==> config.mk <==
export PLATFORM = sky130hd
export DESIGN_NAME = pio_cmd_sequencer
export DESIGN_NICKNAME = d
export VERILOG_FILES = /design/src/rtl/pio_cmd_pkg.sv /design/src/rtl/button_conditioner.sv /design/src/rtl/pio_cmd_sequencer.sv
export SDC_FILE = /design/constraint.sdc
export NUM_CORES = 1
export LEC_CHECK = 0
export ABC_AREA = 1
export BUFFER_PORTS_ARGS = -buffer_cell sky130_fd_sc_hd__buf_4
export CORE_ASPECT_RATIO = 2
export CORE_MARGIN = 5
export CORE_UTILIZATION = 55
export CTS_CLUSTER_SIZE = 10
export DETAILED_ROUTE_END_ITERATION = 16
export PLACE_DENSITY = 0.87
export SYNTH_ARGS = -nofsm -noshare
export SYNTH_HDL_FRONTEND = slang
export SYNTH_SLANG_ARGS = --single-unit
==> constraint.sdc <==
create_clock -name clk -period 1.9 [get_ports clk]
set_input_delay 0.38 -clock clk [delete_from_list [all_inputs] [get_ports clk]]
set_output_delay 0.38 -clock clk [all_outputs]
set_load 0.1 [all_outputs]
==> src/rtl/pio_cmd_pkg.sv <==
// -----------------------------------------------------------------------------
// pio_cmd_pkg
// Shared definitions for the PIO command sequencer:
//   - opcode, status and FSM state enums
//   - command / response word field positions
//   - counter and timer widths
//   - a helper that packs the response word
// -----------------------------------------------------------------------------
package pio_cmd_pkg;

  // Command word: [31] req toggle, [30:28] op, [27:0] arg
  localparam int CMD_W    = 32;
  localparam int TGL_BIT  = 31;
  localparam int OP_HI    = 30;
  localparam int OP_LO    = 28;
  localparam int ARG_W    = 28;

  // Response word: [31] ack toggle, [30:28] op, [27:26] status, [25:0] result
  localparam int RESULT_W = 26;

  localparam int N_BTN     = 4;
  localparam int CMD_CNT_W = 16;
  localparam int ERR_CNT_W = 8;
  localparam int TIMER_W   = 32;

  typedef enum logic [2:0] {
    OP_NOP      = 3'd0,
    OP_WR_RED   = 3'd1,
    OP_WR_GREEN = 3'd2,
    OP_WR_HEX   = 3'd3,
    OP_RD_BTN   = 3'd4,
    OP_RD_STAT  = 3'd5,
    OP_WAIT_BTN = 3'd6,
    OP_ILLEGAL  = 3'd7
  } op_e;

  typedef enum logic [1:0] {
    ST_OK      = 2'b00,
    ST_ERR     = 2'b01,
    ST_TIMEOUT = 2'b10,
    ST_RSVD    = 2'b11
  } status_e;

  typedef enum logic [2:0] {
    S_INIT,
    S_IDLE,
    S_EXEC,
    S_WAIT_BTN,
    S_RESPOND
  } state_e;

  function automatic logic [CMD_W-1:0] pack_rsp(input logic                ack,
                                                 input op_e                 op,
                                                 input status_e             status,
                                                 input logic [RESULT_W-1:0] result);
    return {ack, op, status, result};
  endfunction

endpackage

==> src/rtl/button_conditioner.sv <==
// -----------------------------------------------------------------------------
// button_conditioner
// Brings the raw active-low KEY inputs into the clock domain, optionally
// debounces them, and emits a one-cycle pulse per button on each press.
//
// Configuration macro: PIO_CMD_DEBOUNCE_EN
//   defined     - each button level is accepted only after DEBOUNCE_CYCLES
//                 consecutive identical synchronised samples (one counter per
//                 button).
//   not defined - the synchronised level feeds the edge detector directly.
//
// Ports:
//   clk          in  clock
//   reset_n      in  asynchronous active-low reset
//   buttons_n_i  in  raw KEY inputs, active-low, asynchronous
//   press_o      out one-cycle press pulse per button (active-high)
// -----------------------------------------------------------------------------
module button_conditioner
  import pio_cmd_pkg::*;
#(
  parameter int unsigned DEBOUNCE_CYCLES = 500_000
) (
  input  logic             clk,
  input  logic             reset_n,
  input  logic [N_BTN-1:0] buttons_n_i,
  output logic [N_BTN-1:0] press_o
);

  logic [N_BTN-1:0] sync1_q;
  logic [N_BTN-1:0] sync2_q;
  logic [N_BTN-1:0] level;
  logic [N_BTN-1:0] level_prev_q;

  // Two-flop synchroniser; inverted so that 1 means "pressed".
  always_ff @(posedge clk or negedge reset_n) begin
    if (!reset_n) begin
      sync1_q <= '0;
      sync2_q <= '0;
    end else begin
      // NOTE: sequential state uses <= so every flop samples pre-edge values;
      // with = the second stage would collapse into the first.
      sync1_q <= ~buttons_n_i;
      sync2_q <= sync1_q;
    end
  end

`ifdef PIO_CMD_DEBOUNCE_EN
  localparam int DB_CNT_W = (DEBOUNCE_CYCLES > 1) ? $clog2(DEBOUNCE_CYCLES) : 1;
  localparam logic [DB_CNT_W-1:0] DB_LAST = DB_CNT_W'(DEBOUNCE_CYCLES - 1);

  logic [DB_CNT_W-1:0] db_cnt_q [N_BTN];
  logic [N_BTN-1:0]    stable_q;

  // The counter runs while the synchronised sample disagrees with the
  // accepted level; any agreeing sample restarts the count.
  always_ff @(posedge clk or negedge reset_n) begin
    if (!reset_n) begin
      // NOTE: the per-button counters are a handful of flops, not a RAM, so
      // they are reset like every other register.
      for (int i = 0; i < N_BTN; i++) db_cnt_q[i] <= '0;
      stable_q <= '0;
    end else begin
      for (int i = 0; i < N_BTN; i++) begin
        if (sync2_q[i] == stable_q[i]) begin
          db_cnt_q[i] <= '0;
        end else if (db_cnt_q[i] == DB_LAST) begin
          db_cnt_q[i] <= '0;
          stable_q[i] <= sync2_q[i];
        end else begin
          db_cnt_q[i] <= db_cnt_q[i] + DB_CNT_W'(1);
        end
      end
    end
  end

  assign level = stable_q;
`else
  assign level = sync2_q;

  // The filter is compiled out; this keeps the shared parameter referenced.
  if (DEBOUNCE_CYCLES == 0) begin : g_no_filter
  end
`endif

  always_ff @(posedge clk or negedge reset_n) begin
    if (!reset_n) begin
      level_prev_q <= '0;
    end else begin
      level_prev_q <= level;
    end
  end

  // Rising edge of the pressed level; releases produce nothing.
  assign press_o = level & ~level_prev_q;

endmodule

==> src/rtl/pio_cmd_sequencer.sv <==
// -----------------------------------------------------------------------------
// pio_cmd_sequencer
// Executes one host command per toggle of host_cmd_i[31] and reports the
// result on host_rsp_o, whose bit 31 echoes the toggle once done. Owns the
// red/green LEDs and the hex display value; tracks sticky button events, a
// command counter and a saturating error counter.
//
// Configuration macro: PIO_CMD_DEBOUNCE_EN (see button_conditioner).
//
// Ports:
//   clk           in  clock, same domain as the PIO registers
//   reset_n       in  asynchronous active-low reset
//   host_cmd_i    in  [31] req toggle, [30:28] op, [27:0] arg
//   host_rsp_o    out [31] ack toggle, [30:28] op, [27:26] status, [25:0] result
//   buttons_n_i   in  raw KEY inputs, active-low
//   red_leds_o    out red LED drive
//   green_leds_o  out green LED drive
//   hex_o         out eight nibbles for the seven-segment decoders
//   busy_o        out high whenever the FSM is not in IDLE
// -----------------------------------------------------------------------------
module pio_cmd_sequencer
  import pio_cmd_pkg::*;
#(
  parameter int unsigned TIMEOUT_CYCLES  = 50_000_000,
  parameter int unsigned DEBOUNCE_CYCLES = 500_000,
  parameter int          RED_W           = 18,
  parameter int          GREEN_W         = 9
) (
  input  logic               clk,
  input  logic               reset_n,
  input  logic [CMD_W-1:0]   host_cmd_i,
  output logic [CMD_W-1:0]   host_rsp_o,
  input  logic [N_BTN-1:0]   buttons_n_i,
  output logic [RED_W-1:0]   red_leds_o,
  output logic [GREEN_W-1:0] green_leds_o,
  output logic [31:0]        hex_o,
  output logic               busy_o
);

  localparam logic [TIMER_W-1:0] TIMEOUT_LAST = TIMER_W'(TIMEOUT_CYCLES - 1);

  state_e                state_q,    state_d;
  logic                  seen_tgl_q, seen_tgl_d;
  op_e                   op_q,       op_d;
  logic [ARG_W-1:0]      arg_q,      arg_d;
  status_e               status_q,   status_d;
  logic [RESULT_W-1:0]   result_q,   result_d;
  logic [CMD_W-1:0]      rsp_q,      rsp_d;
  logic [RED_W-1:0]      red_q,      red_d;
  logic [GREEN_W-1:0]    green_q,    green_d;
  logic [31:0]           hex_q,      hex_d;
  logic [N_BTN-1:0]      events_q,   events_d;
  logic [CMD_CNT_W-1:0]  cmd_cnt_q,  cmd_cnt_d;
  logic [ERR_CNT_W-1:0]  err_cnt_q,  err_cnt_d;
  logic [TIMER_W-1:0]    timer_q,    timer_d;
  logic                  busy_q,     busy_d;
  logic                  events_clr;
  logic [N_BTN-1:0]      press;

  button_conditioner #(
    .DEBOUNCE_CYCLES (DEBOUNCE_CYCLES)
  ) u_button_conditioner (
    .clk         (clk),
    .reset_n     (reset_n),
    .buttons_n_i (buttons_n_i),
    .press_o     (press)
  );

  always_comb begin
    // NOTE: every next-state value defaults to its current value first, so
    // branches that do not mention a signal hold it instead of inferring a latch.
    state_d    = state_q;
    seen_tgl_d = seen_tgl_q;
    op_d       = op_q;
    arg_d      = arg_q;
    status_d   = status_q;
    result_d   = result_q;
    rsp_d      = rsp_q;
    red_d      = red_q;
    green_d    = green_q;
    hex_d      = hex_q;
    cmd_cnt_d  = cmd_cnt_q;
    err_cnt_d  = err_cnt_q;
    timer_d    = timer_q;
    events_clr = 1'b0;

    unique case (state_q)
      // Align to whatever toggle the host left behind so a stale command
      // written before reset is not replayed.
      S_INIT: begin
        seen_tgl_d     = host_cmd_i[TGL_BIT];
        rsp_d[TGL_BIT] = host_cmd_i[TGL_BIT];
        state_d        = S_IDLE;
      end

      S_IDLE: begin
        if (host_cmd_i[TGL_BIT] != seen_tgl_q) begin
          seen_tgl_d = host_cmd_i[TGL_BIT];
          op_d       = op_e'(host_cmd_i[OP_HI:OP_LO]);
          arg_d      = host_cmd_i[ARG_W-1:0];
          state_d    = S_EXEC;
        end
      end

      S_EXEC: begin
        cmd_cnt_d = cmd_cnt_q + CMD_CNT_W'(1);
        status_d  = ST_OK;
        result_d  = '0;
        state_d   = S_RESPOND;
        case (op_q)
          OP_NOP:      ;
          OP_WR_RED:   red_d       = arg_q[RED_W-1:0];
          OP_WR_GREEN: green_d     = arg_q[GREEN_W-1:0];
          OP_WR_HEX:   hex_d[27:0] = arg_q;
          OP_RD_BTN: begin
            result_d   = {{(RESULT_W-N_BTN){1'b0}}, events_q};
            events_clr = 1'b1;
          end
          // Reports the counter values from before this command counts.
          OP_RD_STAT:  result_d = {2'b00, err_cnt_q, cmd_cnt_q};
          OP_WAIT_BTN: begin
            timer_d = '0;
            state_d = S_WAIT_BTN;
          end
          OP_ILLEGAL: begin
            status_d = ST_ERR;
            if (err_cnt_q != {ERR_CNT_W{1'b1}}) begin
              err_cnt_d = err_cnt_q + ERR_CNT_W'(1);
            end
          end
          default: ;
        endcase
      end

      // A press in the same cycle as the last timer tick still counts as a press.
      S_WAIT_BTN: begin
        if (|press) begin
          status_d   = ST_OK;
          result_d   = {{(RESULT_W-N_BTN){1'b0}}, events_q | press};
          events_clr = 1'b1;
          state_d    = S_RESPOND;
        end else if (timer_q == TIMEOUT_LAST) begin
          status_d = ST_TIMEOUT;
          result_d = '0;
          state_d  = S_RESPOND;
        end else begin
          timer_d = timer_q + TIMER_W'(1);
        end
      end

      S_RESPOND: begin
        rsp_d   = pack_rsp(seen_tgl_q, op_q, status_q, result_q);
        state_d = S_IDLE;
      end

      default: state_d = S_INIT;
    endcase

    // A press landing in the same cycle as a clear survives.
    events_d = (events_q & ~{N_BTN{events_clr}}) | press;

    // Registered so busy_o is low while reset holds the FSM in INIT.
    busy_d = (state_d != S_IDLE);
  end

  always_ff @(posedge clk or negedge reset_n) begin
    if (!reset_n) begin
      state_q    <= S_INIT;
      seen_tgl_q <= 1'b0;
      op_q       <= OP_NOP;
      arg_q      <= '0;
      status_q   <= ST_OK;
      result_q   <= '0;
      rsp_q      <= '0;
      red_q      <= '0;
      green_q    <= '0;
      hex_q      <= '0;
      events_q   <= '0;
      cmd_cnt_q  <= '0;
      err_cnt_q  <= '0;
      timer_q    <= '0;
      busy_q     <= 1'b0;
    end else begin
      state_q    <= state_d;
      seen_tgl_q <= seen_tgl_d;
      op_q       <= op_d;
      arg_q      <= arg_d;
      status_q   <= status_d;
      result_q   <= result_d;
      rsp_q      <= rsp_d;
      red_q      <= red_d;
      green_q    <= green_d;
      hex_q      <= hex_d;
      events_q   <= events_d;
      cmd_cnt_q  <= cmd_cnt_d;
      err_cnt_q  <= err_cnt_d;
      timer_q    <= timer_d;
      busy_q     <= busy_d;
    end
  end

  assign host_rsp_o   = rsp_q;
  assign red_leds_o   = red_q;
  assign green_leds_o = green_q;
  assign hex_o        = hex_q;
  assign busy_o       = busy_q;

endmodule

* Yosys cells after proc, flatten, opt, wreduce, memory -nomap -nowiden
Cells that the tools add are included.
** Word-level totals
- Register bits after elaboration :: 223
- Input port bits :: 38
- Output and inout bits :: 92
- Logic and storage cells :: 86
** Operators by class
- Add/sub/neg operators :: 3
- Equal/unequal tests :: 20
- Multiplexer cells :: 23
- Bitwise logic cells :: 7
- Reductions and logical operators :: 14
** Operators with widths (count)
- two-way mux 32 bit :: 3
- one-hot mux 32 bit (2 select lines) :: 1
- two-way mux 26 bit :: 2
- one-hot mux 26 bit (2 select lines) :: 1
- one-hot mux 24 bit (2 select lines) :: 1
- adder 32 x 1 -> 32 bit, second input constant :: 1
- == test 32 x 26 -> 1 bit, second input constant :: 1
- adder 16 x 1 -> 16 bit, second input constant :: 1
- == test 3 bit, second input constant :: 5
- == test 3 x 2 -> 1 bit, second input constant :: 4
- two-way mux 3 bit :: 4
- inverter 4 bit :: 3
- one-hot mux 3 bit (4 select lines) :: 1
- AND reduction 2 bit :: 6
- adder 8 x 1 -> 8 bit, second input constant :: 1
- AND 4 bit :: 2
- inequality test 8 bit, second input constant :: 1
- OR 4 bit :: 2
- == test 3 x 1 -> 1 bit, second input constant :: 2
- inequality test 2 bit, second input constant :: 3
- one-hot mux 1 bit (2 select lines) :: 3
- nonzero test 2 bit :: 3
- two-way mux 1 bit :: 4
- two-way mux 2 bit :: 2
- 10 further kinds :: 10

* Logic depth before layout (Yosys ltp)
Gate-level depths: netlist of run 1.
- Depth in word-level cells :: 8
- Depth in mapped cells :: 11
- Depth with buffers taken out :: 10

* Cells and area by module
Synthesis of run 1 repeated with hierarchy kept, for this count alone.
** Second synthesis, totals
- Cells, all modules :: 1213
- Area, all modules :: 9900.7 µm²
** By module, submodules not included
- pio_cmd_sequencer :: times used 1, cells an instance 1189, area each 9545.4 µm², sequential area each 5180.0 µm²
- button_conditioner :: times used 1, cells an instance 24, area each 355.3 µm², sequential area each 300.3 µm²

* Worst setup path after synthesis of run 1
OpenSTA, ideal clock, no wires.
- Kind :: register to register
- From :: register timer_q[0]
- To :: register result_q[5]
- Library setup time :: 0.117 ns
- Data arrival time :: 1.593 ns
- Data required time :: 1.783 ns
- Setup slack :: 0.190 ns
- Cell stages (with the launch flop) :: 11
- Buffers on the path :: 2
- Path through :: dfrtp_1 -> ha_1 -> inv_2 -> nor2_4 -> nand2_1 -> nor2_1 -> nand3_1 -> buf_6 -> buf_2 -> nand4_1 -> nand2_1
** Between the ends
- Cells in the longest elaborated chain, start to end :: 3
** RTL lines
- start, declared :: RTL line pio_cmd_sequencer.sv:55 : logic [TIMER_W-1:0] timer_q, timer_d;
- start signal, assigned :: RTL line pio_cmd_sequencer.sv:197 : timer_q <= timer_d;
- == test 32 x 26 -> 1 bit :: RTL line pio_cmd_sequencer.sv:142 : end else if (timer_q == TIMEOUT_LAST) begin
- inequality test 3 bit (no source line)
- AND reduction 2 bit (no source line)
- end signal, assigned :: RTL line pio_cmd_sequencer.sv:189 : result_q <= result_d;
- end, declared :: RTL line pio_cmd_sequencer.sv:47 : logic [RESULT_W-1:0] result_q, result_d;
No other way between the ends.
A chain may end at the register's enable or synchronous reset.

* Worst setup path in the final report of run 1
- From :: register state_q[2]
- To :: register cmd_cnt_q[11]
** Between the ends
- Cells in the longest elaborated chain, start to end :: 1
** RTL lines
- start, declared :: RTL line pio_cmd_sequencer.sv:42 : state_e state_q, state_d;
- start signal, assigned :: RTL line pio_cmd_sequencer.sv:184 : state_q <= state_d;
- == test 3 x 2 -> 1 bit :: RTL line pio_cmd_sequencer.sv:87 : unique case (state_q)
- end signal, assigned :: RTL line pio_cmd_sequencer.sv:195 : cmd_cnt_q <= cmd_cnt_d;
- end, declared :: RTL line pio_cmd_sequencer.sv:53 : logic [CMD_CNT_W-1:0] cmd_cnt_q, cmd_cnt_d;
No other way between the ends.

==> impl_metrics.tcl, run 1 <==
set metrics [dict create \
    status "completed" \
    cts_made_buffers 25 \
    synthDistinctLibCells 31 \
    wl_met2_um 13500 \
    synth_seq_cells 219 \
    path_clk_slew_ns 0.05 \
    die_y_um 199 \
    worstMarginPinSlew_ns 0.697 \
    fin_cells 1550 \
    topRoutingLayerUsed "met4" \
    wl_per_cell_um 15.9 \
    wl_met3_um 1150 \
    min_path_type "primary input to flip-flop" \
    cts_buffer_depth 3 \
    drv_slew 0 \
    synth_area_leaders "dfrtp_1 (56%), nand2_1 (15%), nor2_1 (5.1%)" \
    totalPowerFinal_mw 18.7 \
    p_int_mw 9.77 \
    area_growth_pct 20.8 \
    grt_remaining_overflow 0 \
    fin_nets 1377 \
    clkPwrFrac 0.218 \
    seq_power_share 0.345 \
    postRouteAntennaNets 0 \
    avgViaCountPerCell 5.43 \
    dieArea_um2 20800 \
    syn_avg_cell_area_um2 8.21 \
    clk_latency_ns 0.53 \
    m1WireLength_um 8270 \
    fmax_ghz 0.536 \
    yosys_warnings 0 \
    core_area_um2 17700 \
    critPathRequiredTime_ns 2.30 \
    drc 0 \
    drt_pre_antenna_iters 5 \
    p_per_area_nw_per_um2 1580 \
    syn_inst 1194 \
    dpl.hpwl_um 17400 \
    fin_crit_ns 1.86 \
    rows 69 \
    combinationalPowerShare 0.437 \
    switching_power_mw 8.91 \
    leakagePower_nw 5.92 \
    cts_sinks 219 \
    setup_viol 0 \
    drtIter0Drc 422 \
    cts-htree-levels 1 \
    dp_cells 1517 \
    layout-drive-gt1-share 0.150 \
    synth_top_area_frac 0.559 \
    post_cts_buffers 0 \
    startpoint_type "flip-flop" \
    antenna_found_initial 0 \
    die_w_um 104 \
    crit_fanout 13 \
    cts_root_buffer "clkbuf_16" \
    rsz0062_at_grt "yes" \
    portBuffers 123 \
    synth_area_leader_cell "dfrtp_1" \
    finalWirelength_um 24700 \
    path_class "flip-flop to flip-flop" \
    gr-usage-all-layers 0.233 \
    critPathArrivalTime_ns 2.27 \
    synth_area_um2 9800 \
    grt_pass1_wl_um 40000 \
    grt_pass1_vias 8633 \
    maxSlewHeadroom 0.532 \
    min_period_over_period 0.981 \
    maxCapViolations 0 \
    peakVddDrop_v 0.00145 \
    timing.setup.tns_ns 0 \
    io_pins 130 \
    cts_tree "yes" \
    initial_core_util 0.554 \
    cp-end-kind "flip-flop" \
    place.gp.congestion 0.941 \
    via_count 8417 \
    finalHoldViolCount 0 \
    grt_max_degree 64 \
    clock_skew_ns 0.0134 \
    switching_share 0.477 \
    yosysSeqAreaShare 0.559 \
]
-- critical path: stages (launching register included) --
cell,delay (ns)
dfrtp_1,0.40
inv_1,0.15
nand3_4,0.22
nor2_1,0.23
nand3_1,0.14
nor2_1,0.21
nand2_1,0.12
o21ai_0,0.20
nand2_1,0.08
-- stage by stage --
| stage | hold WS [ns] | utilization | area, µm² | setup slack [ns] |
|---|---|---|---|---|
| floorplan | 0.0844 | - | 9820 | 0.190 |
| global placement | 0.337 | 0.628 | 11100 | 0.161 |
| detailed placement | 0.336 | 0.628 | 11100 | 0.0875 |
| CTS | 0.00894 | 0.667 | 11800 | 0.0747 |
| global route | 0.0134 | 0.669 | 11800 | -0.00640 |
| finish | 0.0210 | 0.669 | 11800 | 0.0361 |
-- placed cells by master (no fill, tap or decap), types with 2 or more instances in the layout --
master,Yosys,final
nand2_1,396,396
xor2_1,22,22
nand3_1,67,65
o21bai_1,2,2
buf_4,9,146
nor3_1,13,13
nand3_4,2,2
nor2_1,132,132
buf_12,0,9
nor2_4,2,3
clkbuf_16,0,25
conb_1,1,6
a21oi_1,31,31
o21ai_0,88,88
ha_1,3,3
or2_2,2,2
o211ai_1,2,2
inv_1,103,102
dfrtp_1,219,219
nand4_1,32,32
dlygate4sd3_1,0,4
nand3_2,0,3
inv_2,3,4
o21ai_1,14,14
-- path summary, 6_finish.rpt --
path                                                           startpoint                                        end  slack (ns)  cells past startpoint
min in group asynchronous                                         reset_n                    timer_q[27]$_DFFE_PN0P_        0.39                      2
worst max-delay path                                 state_q[2]$_DFF_PN0_                  cmd_cnt_q[11]$_DFFE_PN0P_        0.04                      8
worst max register to register                       state_q[2]$_DFF_PN0_                  cmd_cnt_q[11]$_DFFE_PN0P_        0.04                      8
worst min-delay path                                       buttons_n_i[1]  u_button_conditioner.sync1_q[1]$_DFF_PN0_        0.02                      2
worst min register to register  u_button_conditioner.sync1_q[3]$_DFF_PN0_    u_button_conditioner.level[3]$_DFF_PN0_        0.35                      0
max in group asynchronous                                         reset_n                 host_rsp_o[29]$_DFFE_PN0P_        0.87                      3
-- cells by family after synthesis --
family | count (synthesis) | synth area share
AND/OR/NAND/NOR | 652 | 0.276
other | 1 | 0.000383
AO/OA/AOI/OAI | 138 | 0.0716
XOR/XNOR | 22 | 0.0197
multiplexers | 1 | 0.00115
adder cells (fa/ha/maj) | 3 | 0.00383
buffers and inverters | 158 | 0.0685
flip-flops | 219 | 0.559
-- per-layer routing --
| metal | track usage | up-vias |
|---|---|---|
| li1 | - | 4039 |
| met1 | 0.228 | 3996 |
| met2 | 0.444 | 272 |
| met3 | 0.0367 | 110 |
| met4 | 0.152 | 0 |
| met5 | 0 | - |
-- synth_stat cells, drive strengths merged --
cell,number
ha,3
a31oi,1
o21bai,2
inv,106
clkbuf,18
nor4,1
o21ai,102
nor2,135
nand3,69
nand2,398
dfrtp,219
or2,2
o211ai,2
xor2,22
nor3,13
clkinv,1
conb,1
buf,33
mux2,1
a21oi,31
nand4,34
-- state kept, by name, summed over array words and instances (netlist names), 4 cells and up --
| name | cells |
|---|---|
| timer_q | 32 |
| host_rsp_o | 30 |
| arg_q | 28 |
| hex_o | 28 |
| result_q | 24 |
| red_leds_o | 18 |
| cmd_cnt_q | 16 |
| green_leds_o | 9 |
| err_cnt_q | 8 |
| events_q | 4 |
| u_button_conditioner.level | 4 |
| u_button_conditioner.level_prev_q | 4 |
| u_button_conditioner.sync1_q | 4 |
-- cell type report --
type / instances / area [µm²]
Antenna cell: 1 / 2.50
Clock buffer: 26 / 629
Clock inverter: 1 / 20.0
Fill cell: 1353 / 5860
Inverter: 107 / 402
Multi-Input combinational cell: 823 / 3710
Sequential cell: 219 / 5480
Tap cell: 213 / 267
Timing Repair Buffer: 160 / 1330
-- what timing repair did --
item	CTS	global route
hold endpoints to repair	58	0
endpoints found under the setup margin	0	27
hold buffers	4	0
gates resized for setup	0	5
-- power groups by stage --
| stage | Combinational, mW | Clock [mW] | Sequential (mW) |
|---|---|---|---|
| 3_3_place_gp | 7.92 | 0 | 6.42 |
| 6_report | 8.16 | 4.07 | 6.43 |
| 5_1_grt | 8.63 | 4.33 | 6.55 |
| 3_5_place_dp | 8.07 | 0 | 6.47 |
| 2_1_floorplan | 2.15 | 0 | 10.4 |
| 4_1_cts | 8.16 | 4.13 | 6.41 |
No activity file was read; power rests on OpenSTA's default activity.
==> run 2: changes to the inputs <==
Settings changed: RECOVER_POWER set to 50, SETUP_SLACK_MARGIN set to 0.4.
==> run 2 against run 1 <==
Net effect: the flow now stops in 5_1_grt; synthesized cell count unchanged; area after synthesis unchanged.
==> impl_metrics.tcl, run 2 <==
set metrics [dict create \
    status "did not finish" \
    lastStage "5_1_grt" \
    error "[ERROR GRT-0232] Routing congestion too high. Check the congestion heatmap in the GUI." \
    synth_seq_cells 219 \
    synth_edf_count 0 \
    cts_buffer_depth 3 \
    yosys_warnings 0 \
    die_y_um 199 \
    async_flop_share 1.00 \
    dpl.hpwl_um 17600 \
    syn_avg_cell_area_um2 8.21 \
    synth_area_leader_cell "dfrtp_1" \
    synth_area_um2 9800 \
    cts_sinks 219 \
    grt_max_degree 63 \
    synth_top_area_frac 0.559 \
    worstEpCategory "sequential cell input" \
    synthTopCellsByCount "nand2_1 (396), dfrtp_1 (219), nor2_1 (132)" \
    portBuffers 123 \
    synth_area_leaders "dfrtp_1 (56%), nand2_1 (15%), nor2_1 (5.1%)" \
    yosysSeqAreaShare 0.559 \
    ys.flop_type "dfrtp_1" \
    die_w_um 104 \
    cts_made_buffers 26 \
    cts-htree-levels 1 \
    syn_inst 1194 \
    rows 69 \
    gr-usage-all-layers 0.763 \
    io_pins 130 \
    initial_core_util 0.554 \
    cts_root_buffer "clkbuf_16" \
    grt_remaining_overflow 673 \
    yosysMostFrequentCell "nand2_1" \
    place.gp.congestion 1.04 \
    synthDistinctLibCells 31 \
    crit_endpoint "timer_q[9]$_DFFE_PN0P_/D" \
]
-- run 2: what timing repair did --
item                                    4_1_cts
hold endpoints to repair                     47
cloned                                       10
pin swaps                                    27
resized for setup                           323
setup buffers                                64
endpoints found under the setup margin      272
hold buffers                                  4
-- run 2: metal layers --
layer / overflow / GRT usage
met3: 5 / 0.563
met4: 257 / 0.881
met5: 0 / 0.105
met2: 410 / 0.985
met1: 1 / 0.699
-- run 2: per-stage QoR --
step,util,setup WS [ns],area [µm²],cells,hold slack [ns]
2_1_floorplan,-,0.395,9860,1199,0.0844
3_5_place_dp,0.628,0.0896,11100,1520,0.335
3_3_place_gp,0.628,0.165,11100,1520,0.332
4_1_cts,0.779,0.260,13800,1628,0.00356
-- run 2: cell families after synthesis --
logic type,after synthesis,synth area share
AO/OA/AOI/OAI,138,0.0716
XOR/XNOR,22,0.0197
adder cells (fa/ha/maj),3,0.00383
buffers and inverters,158,0.0685
flip-flops,219,0.559
multiplexers,1,0.00115
other,1,0.000383
AND/OR/NAND/NOR,652,0.276
==> run 3: changes to the inputs <==
Settings changed: CORE_ASPECT_RATIO 2 to unset, CORE_UTILIZATION 55 to 40, CTS_CLUSTER_SIZE 10 to unset, PLACE_DENSITY 0.87 to unset, PLACE_DENSITY_LB_ADDON set to 0.15, SETUP_SLACK_MARGIN 0.4 to unset.
==> run 3 against run 2 <==
Net effect: the flow now finishes without violations.
==> impl_metrics.tcl, run 3 (synthesis results as in run 1) <==
set metrics [dict create \
    min_path_type "primary input to flip-flop" \
    peakVddDrop_v 0.000981 \
    post_cts_buffers 0 \
    diodes 0 \
    dpl.hpwl_um 16400 \
    drc 0 \
    initial_core_util 0.404 \
    drt_pre_antenna_iters 5 \
    grt_max_degree 63 \
    postRouteAntennaNets 0 \
    crit_top_cell "nand2_1" \
    cp-end-kind "flip-flop" \
    cts-htree-levels 1 \
    critPathRequiredTime_ns 2.32 \
    crit_path_max_incr_delay_ns 0.35 \
    place.gp.congestion 0.874 \
    cts_sinks 219 \
    fin_crit_ns 1.71 \
    portBuffers 123 \
    antenna_found_initial 0 \
    place_area_um2 11400 \
    cp_slowest_cell "dfrtp_1" \
    dieArea_um2 27700 \
    dp_slack_ns 0.0520 \
    cts_made_buffers 25 \
    drv_slew 0 \
    min_period_over_period 0.900 \
    area_growth_pct 25.0 \
    clock_skew_ns 0.0143 \
    crit_fanout 20 \
    totalPowerFinal_mw 19.3 \
    wl_per_cell_um 13.9 \
    rows 57 \
    cts_tree "yes" \
    avgViaCountPerCell 4.72 \
    fin_ws_ns 0.191 \
    layout_commonest_cell "nand2_1" \
    die_w_um 167 \
    drtIter0Drc 565 \
    setup_viol 0 \
    critPathArrivalTime_ns 2.12 \
    critPathTopFamily "simple AND/OR/NAND/NOR gates" \
    grt_pass1_vias 7945 \
    path_cells "ha_1, inv_2, nor2_4, nand2_1, nor2_2, nand3_2, nand2_2, buf_8, inv_1, nand2_1, nand2_1" \
    cts_buffer_depth 3 \
    top_register "timer_q" \
    cts_root_buffer "clkbuf_16" \
    layout_common_cells "nand2_1 (396), dfrtp_1 (219), buf_4 (155), nor2_1 (130), inv_1 (103)" \
    path_class "flip-flop to flip-flop" \
    via_count 8004 \
    startpoint_type "flip-flop" \
    path_buf_inv 3 \
    maxCapViolations 0 \
    finalHoldViolCount 0 \
    largest_reg_flops 32 \
    fmax_ghz 0.585 \
    final_area_um2 12300 \
    rsz0062_at_grt "no" \
    grt_remaining_overflow 0 \
    layout-drive-gt1-share 0.168 \
    core_area_um2 24200 \
    io_pins 130 \
    grt_pass1_wl_um 40200 \
    leakagePower_nw 6.08 \
    path_clk_slew_ns 0.06 \
    maxSlewHeadroom 0.469 \
    timing.setup.tns_ns 0 \
    worstMarginPinSlew_ns 0.797 \
    fin_nets 1394 \
    die_y_um 167 \
    p_per_area_nw_per_um2 1580 \
    finalWirelength_um 23600 \
    gr-usage-all-layers 0.169 \
    clk_latency_ns 0.53 \
    status "completed" \
]
-- run 3: stage by stage --
step,cells,util,hold slack [ns]
2_1_floorplan,1199,-,0.0844
3_5_place_dp,1644,0.468,0.265
3_3_place_gp,1644,0.468,0.266
5_1_grt,1694,0.505,0.0782
6_report,1694,0.505,0.0907
4_1_cts,1693,0.506,0.0735
-- run 3: report_power, final --
part	total (mW)	leakage, nW	internal (mW)	switching, mW
combinational	8.04	2.83	1.65	6.39
clock	4.90	0.419	3.01	1.89
sequential	6.38	2.83	5.77	0.610
total	19.3	6.08	10.4	8.89
-- run 3: path summary, 6_finish.rpt --
path                            slack [ns]                                 startpoint  depth (start not counted)                                 endpoint
worst min register to register        0.36  u_button_conditioner.sync1_q[2]$_DFF_PN0_                          0  u_button_conditioner.level[2]$_DFF_PN0_
worst max-delay path                  0.19                     timer_q[0]$_DFFE_PN0P_                         11                   timer_q[3]$_DFFE_PN0P_
worst max register to register        0.19                     timer_q[0]$_DFFE_PN0P_                         11                   timer_q[3]$_DFFE_PN0P_
worst min-delay path                  0.09                             host_cmd_i[22]                          3                    arg_q[22]$_DFFE_PN0P_
min in group asynchronous             0.48                                    reset_n                          2                  result_q[9]$_DFFE_PN0P_
max in group asynchronous             0.41                                    reset_n                          3                 err_cnt_q[6]$_DFFE_PN0P_
-- run 3: routing by layer --
| layer | vias up | share of wire | GRT usage |
|---|---|---|---|
| met1 | 3699 | 0.47 | 0.237 |
| li1 | 4103 | - | - |
| met2 | 160 | 0.44 | 0.263 |
| met5 | - | 0 | 0 |
| met4 | 0 | 0.020 | 0.0398 |
| met3 | 42 | 0.067 | 0.0476 |
-- run 3: final cells by class --
type                       instances  area (µm²)
fill                            2319       12000
sequential                       219        5480
multi-input combinational        823        3710
timing repair buffer             177        1400
clock buffer                      39         758
tap                              324         405
inverter                         107         402
clock inverter                     5        90.1
-- run 3: worst reg2reg max path: cells and delay by family, from the launching register on --
family        cells  cell delay, ns
fa+ha+maj         1            0.19
buf+inv           3            0.33
flops             1            0.35
simple gates      7            0.72
-- run 3: timing repair --
item,in CTS,in global routing
endpoints found under the hold margin,30,0
gates resized for setup,0,8
setup endpoints to repair,0,35
hold buffers,5,0
